### src/rtl/vga_timing_gen.sv
// vga_timing_gen: raster timing generator with a pixel enable.
// Sync, blank, raw position and line/frame strobes are registered from the
// current raster position, and then the counters advance. Output latency is
// one pixel_clock cycle.
// Optional feature: define VGA_TIMING_FRAME_CNT_EN to build the 16-bit
// completed-frame counter. Without it, frame_count is tied to zero.
module vga_timing_gen #(
  parameter int H_ACTIVE = 640,
  parameter int H_FP     = 16,
  parameter int H_SYNC   = 96,
  parameter int H_BP     = 48,
  parameter int V_ACTIVE = 480,
  parameter int V_FP     = 10,
  parameter int V_SYNC   = 2,
  parameter int V_BP     = 33,
  parameter int H_POL    = 0,
  parameter int V_POL    = 0,
  localparam int unsigned CNT_W = 11,
  localparam int unsigned FC_W  = 16
) (
  input  logic             pixel_clock,
  input  logic             reset_n,
  input  logic             ce,
  output logic             h_synch,
  output logic             v_synch,
  output logic             blank,
  output logic [CNT_W-1:0] pixel_x,
  output logic [CNT_W-1:0] pixel_y,
  output logic             line_start,
  output logic             frame_start,
  output logic [FC_W-1:0]  frame_count
);

  localparam int H_TOTAL = H_ACTIVE + H_FP + H_SYNC + H_BP;
  localparam int V_TOTAL = V_ACTIVE + V_FP + V_SYNC + V_BP;

  localparam logic [CNT_W-1:0] H_LAST     = CNT_W'(H_TOTAL - 1);
  localparam logic [CNT_W-1:0] V_LAST     = CNT_W'(V_TOTAL - 1);
  localparam logic [CNT_W-1:0] H_ACT_END  = CNT_W'(H_ACTIVE);
  localparam logic [CNT_W-1:0] V_ACT_END  = CNT_W'(V_ACTIVE);
  localparam logic [CNT_W-1:0] HS_START   = CNT_W'(H_ACTIVE + H_FP);
  localparam logic [CNT_W-1:0] HS_END     = CNT_W'(H_ACTIVE + H_FP + H_SYNC);
  localparam logic [CNT_W-1:0] VS_START   = CNT_W'(V_ACTIVE + V_FP);
  localparam logic [CNT_W-1:0] VS_END     = CNT_W'(V_ACTIVE + V_FP + V_SYNC);
  localparam logic             H_POL_B    = 1'(H_POL);
  localparam logic             V_POL_B    = 1'(V_POL);

  // The raster totals must fit in the 11-bit counters.
  if (H_TOTAL > 2047 || V_TOTAL > 2047) begin : g_total_check
    $error("vga_timing_gen: H_TOTAL/V_TOTAL exceed 2047");
  end

  logic [CNT_W-1:0] h_cnt;
  logic [CNT_W-1:0] v_cnt;
  logic [CNT_W-1:0] h_nxt;
  logic [CNT_W-1:0] v_nxt;
  logic             h_wrap;
  logic             frame_wrap;
  logic             blank_d;
  logic             hs_d;
  logic             vs_d;

  // Next raster position and decode of the current position.
  always_comb begin
    h_wrap     = (h_cnt == H_LAST);
    frame_wrap = h_wrap && (v_cnt == V_LAST);
    h_nxt      = h_wrap ? '0 : h_cnt + CNT_W'(1);
    v_nxt      = v_cnt;
    if (h_wrap) begin
      v_nxt = (v_cnt == V_LAST) ? '0 : v_cnt + CNT_W'(1);
    end
    blank_d = (h_cnt >= H_ACT_END) || (v_cnt >= V_ACT_END);
    hs_d    = ((h_cnt >= HS_START) && (h_cnt < HS_END)) ? H_POL_B : ~H_POL_B;
    vs_d    = ((v_cnt >= VS_START) && (v_cnt < VS_END)) ? V_POL_B : ~V_POL_B;
  end

  // Raster counters, advanced only on enabled pixels.
  always_ff @(posedge pixel_clock or negedge reset_n) begin
    if (!reset_n) begin
      h_cnt <= '0;
      v_cnt <= '0;
    end else if (ce) begin
      h_cnt <= h_nxt;
      v_cnt <= v_nxt;
    end
  end

  // Registered outputs. Strobes last a single clock whatever ce does next.
  always_ff @(posedge pixel_clock or negedge reset_n) begin
    if (!reset_n) begin
      h_synch     <= ~H_POL_B;
      v_synch     <= ~V_POL_B;
      blank       <= 1'b1;
      pixel_x     <= '0;
      pixel_y     <= '0;
      line_start  <= 1'b0;
      frame_start <= 1'b0;
    end else begin
      line_start  <= 1'b0;
      frame_start <= 1'b0;
      if (ce) begin
        h_synch     <= hs_d;
        v_synch     <= vs_d;
        blank       <= blank_d;
        pixel_x     <= h_cnt;
        pixel_y     <= v_cnt;
        line_start  <= (h_cnt == '0);
        frame_start <= (h_cnt == '0) && (v_cnt == '0);
      end
    end
  end

`ifdef VGA_TIMING_FRAME_CNT_EN
  logic [FC_W-1:0] frame_cnt_q;

  // Completed frames, counted on the edge that wraps the raster to (0,0).
  always_ff @(posedge pixel_clock or negedge reset_n) begin
    if (!reset_n) begin
      frame_cnt_q <= '0;
    end else if (ce && frame_wrap) begin
      frame_cnt_q <= frame_cnt_q + FC_W'(1);
    end
  end

  assign frame_count = frame_cnt_q;
`else
  logic unused_frame_wrap;
  assign unused_frame_wrap = frame_wrap;
  assign frame_count       = '0;
`endif

endmodule

### config.mk
export PLATFORM = sky130hd
export DESIGN_NAME = vga_timing_gen
export DESIGN_NICKNAME = d
export VERILOG_FILES = /design/src/rtl/vga_timing_gen.sv
export SDC_FILE = /design/constraint.sdc
export NUM_CORES = 1
export LEC_CHECK = 0
export BUFFER_PORTS_ARGS = -buffer_cell sky130_fd_sc_hd__buf_2
export CORE_MARGIN = 2
export CORE_UTILIZATION = 59
export CTS_BUF_LIST = sky130_fd_sc_hd__clkbuf_16
export DETAILED_ROUTE_END_ITERATION = 7
export PLACE_DENSITY_LB_ADDON = 0.1
export SLEW_MARGIN = 20
export SYNTH_ARGS = -nofsm -noshare
export SYNTH_HDL_FRONTEND = slang
export SYNTH_SLANG_ARGS = --single-unit
### constraint.sdc
create_clock -name pixel_clock -period 3.75 [get_ports pixel_clock]
set_input_delay 0.75 -clock pixel_clock [delete_from_list [all_inputs] [get_ports pixel_clock]]
set_output_delay 0.75 -clock pixel_clock [all_outputs]
set_load 0.02 [all_outputs]
* Word level (Yosys, flattened, before mapping)
Index checks and enable logic that the tools add are counted.
** Word-level totals
- Bits in writable memories :: 0
- Output and inout port bits :: 43
- Bits in registers :: 49
- Memory bits (read-only) :: 0
- Bits in latches :: 0
- Memories :: 0
- Input bits :: 3
- Logic and storage cells :: 32
** Operators by class
- Bitwise gates (word level) :: 0
- Div/mod/pow operators :: 0
- Eq/ne operators :: 2
- Reduce and logical (&&, ||, !) cells :: 7
- Mux-type cells :: 6
- Shift operators :: 0
- Order comparisons :: 6
- Multipliers :: 0
- Add/sub/neg operators :: 2
** Operator list (count)
- $add A11 B1 Y11 const B :: 2
- $eq A11 B10 Y1 const B :: 2
- $ge A11 B10 Y1 const B :: 2
- $ge A11 B9 Y1 const B :: 2
- $logic_not A11 Y1 :: 2
- $mux W11 :: 2
- $lt A11 B10 Y1 const B :: 1
- $lt A11 B9 Y1 const B :: 1
- $mux W1 :: 4
- $logic_and A1 B1 Y1 :: 3
- $reduce_and A2 Y1 :: 1
- $logic_or A1 B1 Y1 :: 1

* Logic depth before layout (Yosys ltp)
Gate-level depths: netlist of run 1.
- Word-level depth :: 3
- Gate-level depth with buffers :: 6
- Mapped depth without buffers :: 6

* Least setup slack after synthesis of run 1
Ideal clock, no wire load.
- Path kind :: in2reg
- From :: input port ce
- To :: register v_cnt[10]
- Path slack :: 1.600 ns
- Stages :: 6
- Data arrival time :: 2.025 ns
- Setup time :: 0.125 ns
- Path buffers :: 2
- Required time :: 3.625 ns
- Cell sequence :: clkbuf_8 -> nand4_1 -> or3_1 -> buf_6 -> nor3_2 -> mux2_2
** On the way
- Cells in the longest elaborated chain, start to end :: 1
** RTL lines
- from (decl) :: line 23 : input logic ce,
- $reduce_and A2 Y1 (no line)
- to (signal assigned) :: line 84 : v_cnt <= v_nxt;
- to (decl) :: line 54 : logic [CNT_W-1:0] v_cnt;
No other way between the ends.
A chain may end at the register's enable or synchronous reset.

* Worst setup path in the final report of run 1
- From :: register h_cnt[5]
- To :: register v_cnt[10]
** On the way
- Cells in the longest elaborated chain, start to end :: 2
** RTL lines
- from (decl) :: line 53 : logic [CNT_W-1:0] h_cnt;
- from (signal assigned) :: line 83 : h_cnt <= h_nxt;
- $eq A11 B10 Y1 :: line 65 : h_wrap = (h_cnt == H_LAST);
- $reduce_and A2 Y1 (no line)
No other way between the ends.

==> results of run 1 <==
power groups by stage:
stage,combinational (mW),sequential (mW),clock (mW)
finish,0.218,0.659,0.417
floorplan,0.188,0.665,0
CTS,0.221,0.660,0.426
detailed placement,0.221,0.669,0
global placement,0.215,0.663,0
global route,0.243,0.672,0.446
cells by family after synthesis:
logic type | count (synthesis) | share of synthesized area
simple gates | 59 | 0.143
flops | 49 | 0.522
buf+inv | 32 | 0.0951
compound gates | 25 | 0.0648
mux | 25 | 0.118
xor+xnor | 9 | 0.0335
fa+ha+maj | 4 | 0.0212
other cells | 1 | 0.00159
area by class of cell:
class                      count  area, um^2
clock buffer                   5         125
clock inverter                 3        11.3
fill                         293        1170
inverter                       7        26.3
multi-input combinational    138         958
sequential                    49        1230
tap                           48        60.1
timing repair buffer          31         163
flip-flops by register name, indices dropped and copies added, names as in the netlist:
signal,count
frame_start,1
pixel_y,11
h_cnt,11
pixel_x,11
v_synch,1
h_synch,1
v_cnt,11
line_start,1
blank,1
cells in the mapped netlist, types with 2 or more instances:
master,n
mux2i_1,2
or3_1,2
mux2_2,23
and3_1,2
ha_1,4
clkbuf_8,2
nand3_1,13
o21ai_0,11
dfrtp_1,46
xor2_1,4
nand4_1,4
nand2_1,10
nor2_1,6
xnor2_1,5
buf_6,2
dfstp_2,3
o31ai_1,4
a21oi_1,3
nor4bb_1,2
and4_1,2
nor3_1,7
clkbuf_1,3
a31oi_1,3
inv_1,7
and3_2,2
a41oi_1,2
buf_4,16
per-layer routing:
metal  GRT usage  wire [um]  part of all wire  vias to the layer above
met5           0          0                 0                        -
met4      0.0791         97             0.022                        0
met3      0.0550        236             0.053                       13
met2       0.374       2280              0.51                       56
met1       0.277       1810              0.41                      803
li1            -          -                 -                      746
worst max-delay path, stage by stage, from the launching register on:
cell     delay [ns]
dfrtp_1        0.44
or3_4          0.44
or3_1          0.53
nor3_2         0.24
mux2_2         0.35
path summary, 6_finish.rpt:
check / start / endpoint / slack, ns / cells past startpoint
worst max-delay path: h_cnt[5] / v_cnt[10] / 1.63 / 4
worst min-delay path: reset_n / h_cnt[10] / 0.47 / 1
worst max register to register: h_cnt[5] / v_cnt[10] / 1.63 / 4
worst min register to register: blank / blank / 0.50 / 2
max in group asynchronous: reset_n / pixel_x[3] / 2.87 / 1
min in group pixel_clock: blank / blank / 0.50 / 2
==> results.md, run 1 <==
* Final instance area at 2570 um^2
* Clk pwr share at 0.322
* Leak at 1.26 nW
* CTS tree: done
* Synthesized instance count at 204
* # DRC at 0
* ANT nets after route at 0
* Hold crit path type: input port to asynchronous set/reset pin
* DP Area at 2430 um^2
* Most used DFF post-synth: dfrtp_1
* Setup Slack @ Placement at 1.52 ns
* Inserted Clock Buffers at 5
* VDD IR max at 0.259 mV
* Drt total wl at 4420 um
* Ant. Diodes at 0
* Power share of the sequential group at 0.509
* Clock Skews at 0.00394 ns
* Die height at 67.2 um
* Global-route congestion overflow total at 0
* Asr flop ratio synth at 1.00
* NetSw at 0.377 mW
* Outcome: finished, final reports clean
* Number of port buffers at 29
* Global placer's final weighted congestion at 0.917
* Crit end category: flip-flop
* Core area at 3740 um^2
* Leading cell type in the layout, fill and taps excluded: dfrtp_1
* Maxcap violations at 0
* Internal power at 0.918 mW
* Fin util at 0.688
* Achievable Freq at 0.471 GHz
* Initial Util at 0.629
* Setup WS post-layout at 1.63 ns
* Total Power at 1.29 mW
* Max-slew violation count at 0
* Synth Cell Area at 2360 um^2
* Proportion of layout cells with a drive suffix above 1 at 0.292
* Post-CTS Resized at 0
* IO Pins at 46
* Switch share at 0.291
* Synth-to-Final Area Change at 9.24%
* # hold bufs at CTS at 0
* CTS H-tree depth at 2
* Yosys warning count at 0
* Power per Cell Area at 503 nW/um^2
* Crit path kind: flip-flop to flip-flop
* Final TNS setup at 0 ns
* Least-Margin Pin Slew at 0.617 ns
* Detail Placement HPWL at 3050 um
* Nets at 239
* Synth Area per Inst at 11.5 um^2
* Synth area leader: dfrtp_1
* Commonest non-fill, non-tap cells in the layout: dfrtp_1, buf_2, mux2_2
* Routed vias/inst at 5.76
* CTS max path bufs at 2
* Final hold violation count at 0
* Drt first-iter violations at 141
* Die area at 4510 um^2
* Post-synthesis cell type count at 41
* Final setup viols at 0
* CTS clk-pin slew, worst paths at 0.06 ns
* Clk Latency, worst-skew pair at 0.28 ns
* Gr usage total at 0.221
* Max transition margin at 0.583
* Drt wl/cell at 15.7 um
* Post-Layout Cell Count at 281
* Fin crit share at 0.567
* Register bit total from synthesis at 49
* Antenna violations before repair at 0
* Tmin final at 2.12 ns
* Combinational share of power at 0.169
* Vias in the first global route at 1,554
* Via count at 1,618
* Chip width at 67.2 um
* RSZ-0062 raised after global routing: false
* EDFF count, synth at 0
* Seq/Total Area, Yosys at 0.522
* Arrival time at the worst endpoint at 2.29 ns
* Final hold slack at 0.467 ns
* CTS root buf: clkbuf_16
* Critical path peak fanout at 9
* Startpoint Class: flip-flop
* First-pass GRT wire length at 7300 um
* Area contributors post-synth: dfrtp_1, mux2_2, buf_4
* Critical Path RT at 3.92 ns
* Placed cell count at 273
* Row Count at 22
* Post-CTS Setup Repair Bufs at 0
* Pin count of the biggest net entering global routing at 50
* First-pass DRT Iterations at 4
* Top cell type's share of synthesized area at 0.489
* Clock Sinks at 49
No activity file was read; power rests on OpenSTA's default activity.
==> run 2, diff against run 1 <==
ABC_AREA = 1   (was default)
CORE_UTILIZATION = 55   (was 59)
clock period = 2.1 ns   (was 3.75 ns; I/O delays follow)
==> run 2 against run 1 <==
Effect of this change:
- combinational power rose to 3.5 times the previous value
- die area rose by 16%
- power increased by 130%
- sequential share of layout area is 5.0 points lower
- hold slack got worse by 0.35 ns
- clock power up 110%
- maximum frequency increased by 42%
- via count grew 25%
- final area is 12% higher
- setup slack worse by 1.0 ns
- largest cell class unchanged
- largest power group unchanged
==> results.md, run 2 <==
* Outcome: finished, final reports clean
* Family with the most delay on the worst path: simple AND/OR/NAND/NOR gates
* Buf+Inv Stages, Crit Path at 1
* Drt total wl at 5180 um
* Critical Path Max Stage Delay at 0.39 ns
* Initial Util at 0.581
* Synth Area per Inst at 8.22 um^2
* Inserted Clock Buffers at 5
* Placed cell count at 388
* Global-route congestion overflow total at 0
* Post-synthesis cell type count at 33
* Achievable Freq at 0.667 GHz
* Area contributors post-synth: dfrtp_1, nand2_1, buf_4
* Die height at 72.5 um
* Critical path peak fanout at 12
* Row Count at 24
* Fin crit share at 0.714
* Synth-to-Final Area Change at 11.4%
* Proportion of layout cells with a drive suffix above 1 at 0.172
* Synthesized instance count at 314
* Via count at 2,028
* Commonest non-fill, non-tap cells in the layout: nand2_1, dfrtp_1, inv_1
* Die area at 5250 um^2
* Seq/Total Area, Yosys at 0.477
* Most used DFF post-synth: dfrtp_1
* Critical Path RT at 2.27 ns
* Arrival time at the worst endpoint at 1.67 ns
* First-pass DRT Iterations at 4
* Final instance area at 2880 um^2
* Synth cell count leaders: nand2_1, dfrtp_1, inv_1
* CTS H-tree depth at 2
* Clock Sinks at 49
* Leak at 1.50 nW
* VDD IR max at 0.611 mV
* Met3 WL at 388 um
* Global placer's final weighted congestion at 0.929
* Antenna violations before repair at 0
* Final hold violation count at 0
* Fin util at 0.647
* Leading cell type in the layout, fill and taps excluded: nand2_1
* Post-CTS Setup Repair Bufs at 0
* Clock Skews at 0.00404 ns
* Post-Layout Cell Count at 396
* Vias in the first global route at 1,869
* Least-Margin Pin Slew at 0.541 ns
* Total Power at 2.97 mW
* Yosys warning count at 0
* Crit end category: flip-flop
* Pin count of the biggest net entering global routing at 29
* Synth Cell Area at 2580 um^2
* Crit path kind: flip-flop to flip-flop
* Cell Chain, Critical Path: ha_1 -> nand3_2 -> clkinv_2 -> nand4_2 -> nand2_1 -> o21ai_1
* Max transition margin at 0.639
* # hold bufs at CTS at 0
* Ant. Diodes at 0
* Final TNS setup at 0 ns
* Metal-1 WL at 2500 um
* CTS root buf: clkbuf_16
* Drt wl/cell at 13.1 um
* Detail Placement HPWL at 3630 um
* Gr usage total at 0.213
* CTS max path bufs at 2
* Tmin final at 1.50 ns
* Number of port buffers at 29
* CTS clk-pin slew, worst paths at 0.06 ns
* Register bit total from synthesis at 49
* Power per Cell Area at 1030 nW/um^2
* CTS tree: done
* EDFF count, synth at 0
* Core area at 4440 um^2
* Clk Latency, worst-skew pair at 0.29 ns
* Asr flop ratio synth at 1.00
* Max-slew violation count at 0
* Top cell type's share of synthesized area at 0.446
* Synth area leader: dfrtp_1
* IO Pins at 46
* Routed vias/inst at 5.12
* # DRC at 0
* DP Area at 2710 um^2
* First-pass GRT wire length at 8640 um
* Maxcap violations at 0
* Most common cell in the netlist: nand2_1
* Post-CTS Resized at 0
* Startpoint Class: flip-flop
* Max stage delay cell, worst path: dfrtp_1
* Nets at 350
* Metal2 WL at 2230 um
* Highest Signal Layer: met4
* Drt first-iter violations at 132
* Chip width at 72.5 um
* Hold crit path type: input port to asynchronous set/reset pin
* R2r setup slk at 0.60 ns
* RSZ-0062 raised after global routing: false
* ANT nets after route at 0
* Final setup viols at 0
[run 2: changes by cell type after synthesis, moves of 9 or more]
cell     delta
nand2_1    +73
inv_1      +27
mux2_2     -23
o21ai_0    +12
nand3_1     +9
nor2_1     +19
[run 2: power by group]
group / leakage, nW / total, mW / switching [mW] / internal (mW)
Sequential: 0.617 / 1.30 / 0.179 / 1.12
Combinational: 0.802 / 0.772 / 0.533 / 0.239
Clock: 0.0775 / 0.895 / 0.338 / 0.557
Total: 1.50 / 2.97 / 1.05 / 1.92
[run 2: kinds of logic after synthesis]
kind of cell               count (synthesis)  share of synthesized area
xor gates and xnor gates                   7                     0.0238
adders and majority gates                  4                     0.0194
AOI/OAI and AO/OA                         30                     0.0611
DFF                                       49                      0.477
buffers and inverters                     63                      0.123
and+or+nand+nor                          160                      0.295
other                                      1                    0.00145
[run 2: through the flow]
| step | hold WS, ns | setup WS [ns] |
|---|---|---|
| finish | 0.116 | 0.601 |
| global route | 0.157 | 0.456 |
| CTS | 0.131 | 0.599 |
| detailed placement | 0.440 | 0.613 |
| global placement | 0.438 | 0.613 |
| floorplan | 0.124 | 0.851 |
[run 2: cell type report]
class                   count  area, um^2
clock inverters             3        41.3
multi-input cells         217        1090
repair buffers             32         180
clock buffers               5         125
fillers                   404        1570
well taps                  52        65.1
inverters                  38         144
flip-flops and latches     49        1230
[run 2: metal layers]
metal / GRT usage / vias up
li1: - / 1013
met1: 0.311 / 918
met2: 0.314 / 88
met3: 0.0472 / 9
met4: 0.0782 / 0
met5: 0 / -
[run 2: final timing paths]
path,from,cells past startpoint,end
max in group asynchronous,reset_n,2,h_synch
setup reg to reg,h_cnt[0],6,v_cnt[8]
hold / removal,reset_n,1,h_cnt[7]
min in group pixel_clock,pixel_x[1],2,pixel_x[1]
hold reg to reg,pixel_x[1],2,pixel_x[1]
setup / recovery,h_cnt[0],6,v_cnt[8]
==> run 3, diff against run 2 <==
CORE_UTILIZATION = 50   (was 55)
clock period = 1.2 ns   (was 2.1 ns; I/O delays follow)
==> run 3 against run 2 <==
Effect of this change:
- the run now ends with negative setup slack left
- sequential power increased by 72%
- routed wire length increased by 23%
- core utilization increased by 3.6 points
- combinational power increased to 2.8 times the previous value
- die area increased by 9.4%
- global-route usage increased by 1.1 points
- hold slack improved by 0.24 ns
- first-iteration DRC count increased by 34%
- via count increased by 13%
==> results.md, run 3 (synthesized netlist as in run 2, its figures left out) <==
* Global-route congestion overflow total at 0
* Proportion of layout cells with a drive suffix above 1 at 0.355
* Synth-to-Final Area Change at 33.4%
* RSZ-0062 raised after global routing: true
* Die height at 75.8 um
* First-pass GRT wire length at 9470 um
* Leading cell type in the layout, fill and taps excluded: nand2_1
* Antenna violations before repair at 0
* Clock Skews at 0.00779 ns
* CTS max path bufs at 2
* Post-Layout Cell Count at 467
* Startpoint Class: flip-flop
* Most used routing layer: met2
* Clk Latency, worst-skew pair at 0.29 ns
* CTS tree: done
* Clock Sinks at 49
* M3 GR Usage at 0.0529
* CTS root buf: clkbuf_16
* Hold crit path type: input port to flip-flop
* DP Area at 3060 um^2
* Critical path peak fanout at 5
* First-pass DRT Iterations at 4
* Met1 Usage GRT at 0.316
* Commonest non-fill, non-tap cells in the layout: nand2_1, buf_4, dfrtp_1
* Inserted Clock Buffers at 5
* Nets at 403
* IO Pins at 46
* CTS clk-pin slew, worst paths at 0.07 ns
* # DRC at 0
* Global placer's final weighted congestion at 0.931
* GR Util met2 at 0.334
* Arrival time at the worst endpoint at 1.57 ns
* Fin crit share at 1.12
* Final instance area at 3440 um^2
* Drt total wl at 6380 um
* Final hold slack at 0.360 ns
* Setup Slack @ Placement at -0.133 ns
* Crit end category: flip-flop
* Chip width at 75.8 um
* CTS H-tree depth at 2
* ANT nets after route at 0
* Pin count of the biggest net entering global routing at 50
* Fillcell total at 424
* Leak at 1.76 nW
* Gr usage total at 0.224
* Via count at 2,289
* Final setup viols at 23
* Ant. Diodes at 0
* Critical Path RT at 1.43 ns
* Power per Cell Area at 1680 nW/um^2
* Number of port buffers at 29
* Achievable Freq at 0.743 GHz
* Die area at 5750 um^2
* Final hold violation count at 0
* Maxcap violations at 0
* Drt wl/cell at 13.7 um
* Total Power at 5.77 mW
* Detail Placement HPWL at 4170 um
* Vias in the first global route at 2,064
* VDD IR max at 1.19 mV
* Setup WS post-layout at -0.146 ns
* Outcome: finished, violations left
* Placed cell count at 446
* Initial Util at 0.512
* Tmin final at 1.35 ns
* Routed vias/inst at 4.90
* Row Count at 26
* Max-slew violation count at 0
* Crit path kind: flip-flop to flip-flop
* Drt first-iter violations at 177
* Core area at 5040 um^2
* Failing checks: negative setup slack
## run 3: cell count changes in the layout (fill, tap and decap cells not counted), moves of 5 or more
cell | before | now
inv_2 | 3 | 9
nand3_2 | 2 | 8
nand2_1 | 83 | 76
nand2_2 | 2 | 9
nand3_1 | 22 | 15
buf_4 | 2 | 51
inv_1 | 34 | 29
## run 3: critical path, stage by stage, from the launching register on
cell	delay (ns)
dfrtp_1	0.43
ha_4	0.18
nand3_4	0.09
clkinv_4	0.09
nand3_4	0.11
nor2_4	0.22
nand3_2	0.09
nand2_1	0.07
## run 3: report_power, final
group          internal, mW  switching, mW
Clock                 0.758          0.584
Combinational         0.927           1.26
Sequential             1.96          0.270
Total                  3.65           2.12
## run 3: routing by layer
layer | share of wire | vias to the layer above | wire [um]
li1 | - | 1134 | -
met3 | 0.053 | 8 | 341
met4 | 0.018 | 0 | 112
met5 | 0 | - | 0
met2 | 0.47 | 83 | 2990
met1 | 0.46 | 1064 | 2930
## run 3: path summary, 6_finish.rpt
kind / startpoint / cells after the start / slack (ns) / endpoint
worst max-delay path: h_cnt[1] / 7 / -0.15 / v_cnt[9]
worst min-delay path: ce / 4 / 0.36 / pixel_x[9]
worst max register to register: h_cnt[1] / 7 / -0.15 / v_cnt[9]
worst min register to register: pixel_x[7] / 2 / 0.47 / pixel_x[7]
max in group asynchronous: reset_n / 3 / 0.47 / blank
min in group asynchronous: reset_n / 3 / 0.46 / h_cnt[6]
## run 3: metrics by stage
stage / setup TNS [ns] / utilization
floorplan: -0.0247 / -
global placement: -0.870 / 0.606
detailed placement: -1.60 / 0.606
CTS: -1.79 / 0.653
global route: -4.07 / 0.683
finish: -2.27 / 0.683
## run 3: layout make-up
type / count / area [um^2] / area share
Inverter: 38 / 148 / 0.0429
Multi-Input combinational cell: 219 / 1250 / 0.363
Sequential cell: 49 / 1230 / 0.358
Clock inverter: 3 / 13.8 / 0.00400
Tap cell: 70 / 87.6 / 0.0254
Clock buffer: 5 / 125 / 0.0364
Timing Repair Buffer: 83 / 588 / 0.171
## run 3: timing repair
item,4_1_cts,5_1_grt
setup buffers,2,8
setup endpoints to repair,23,27
resized for setup,15,23
hold buffers,1,0
cloned,1,1
endpoints found under the hold margin,46,0
pin swaps,13,14
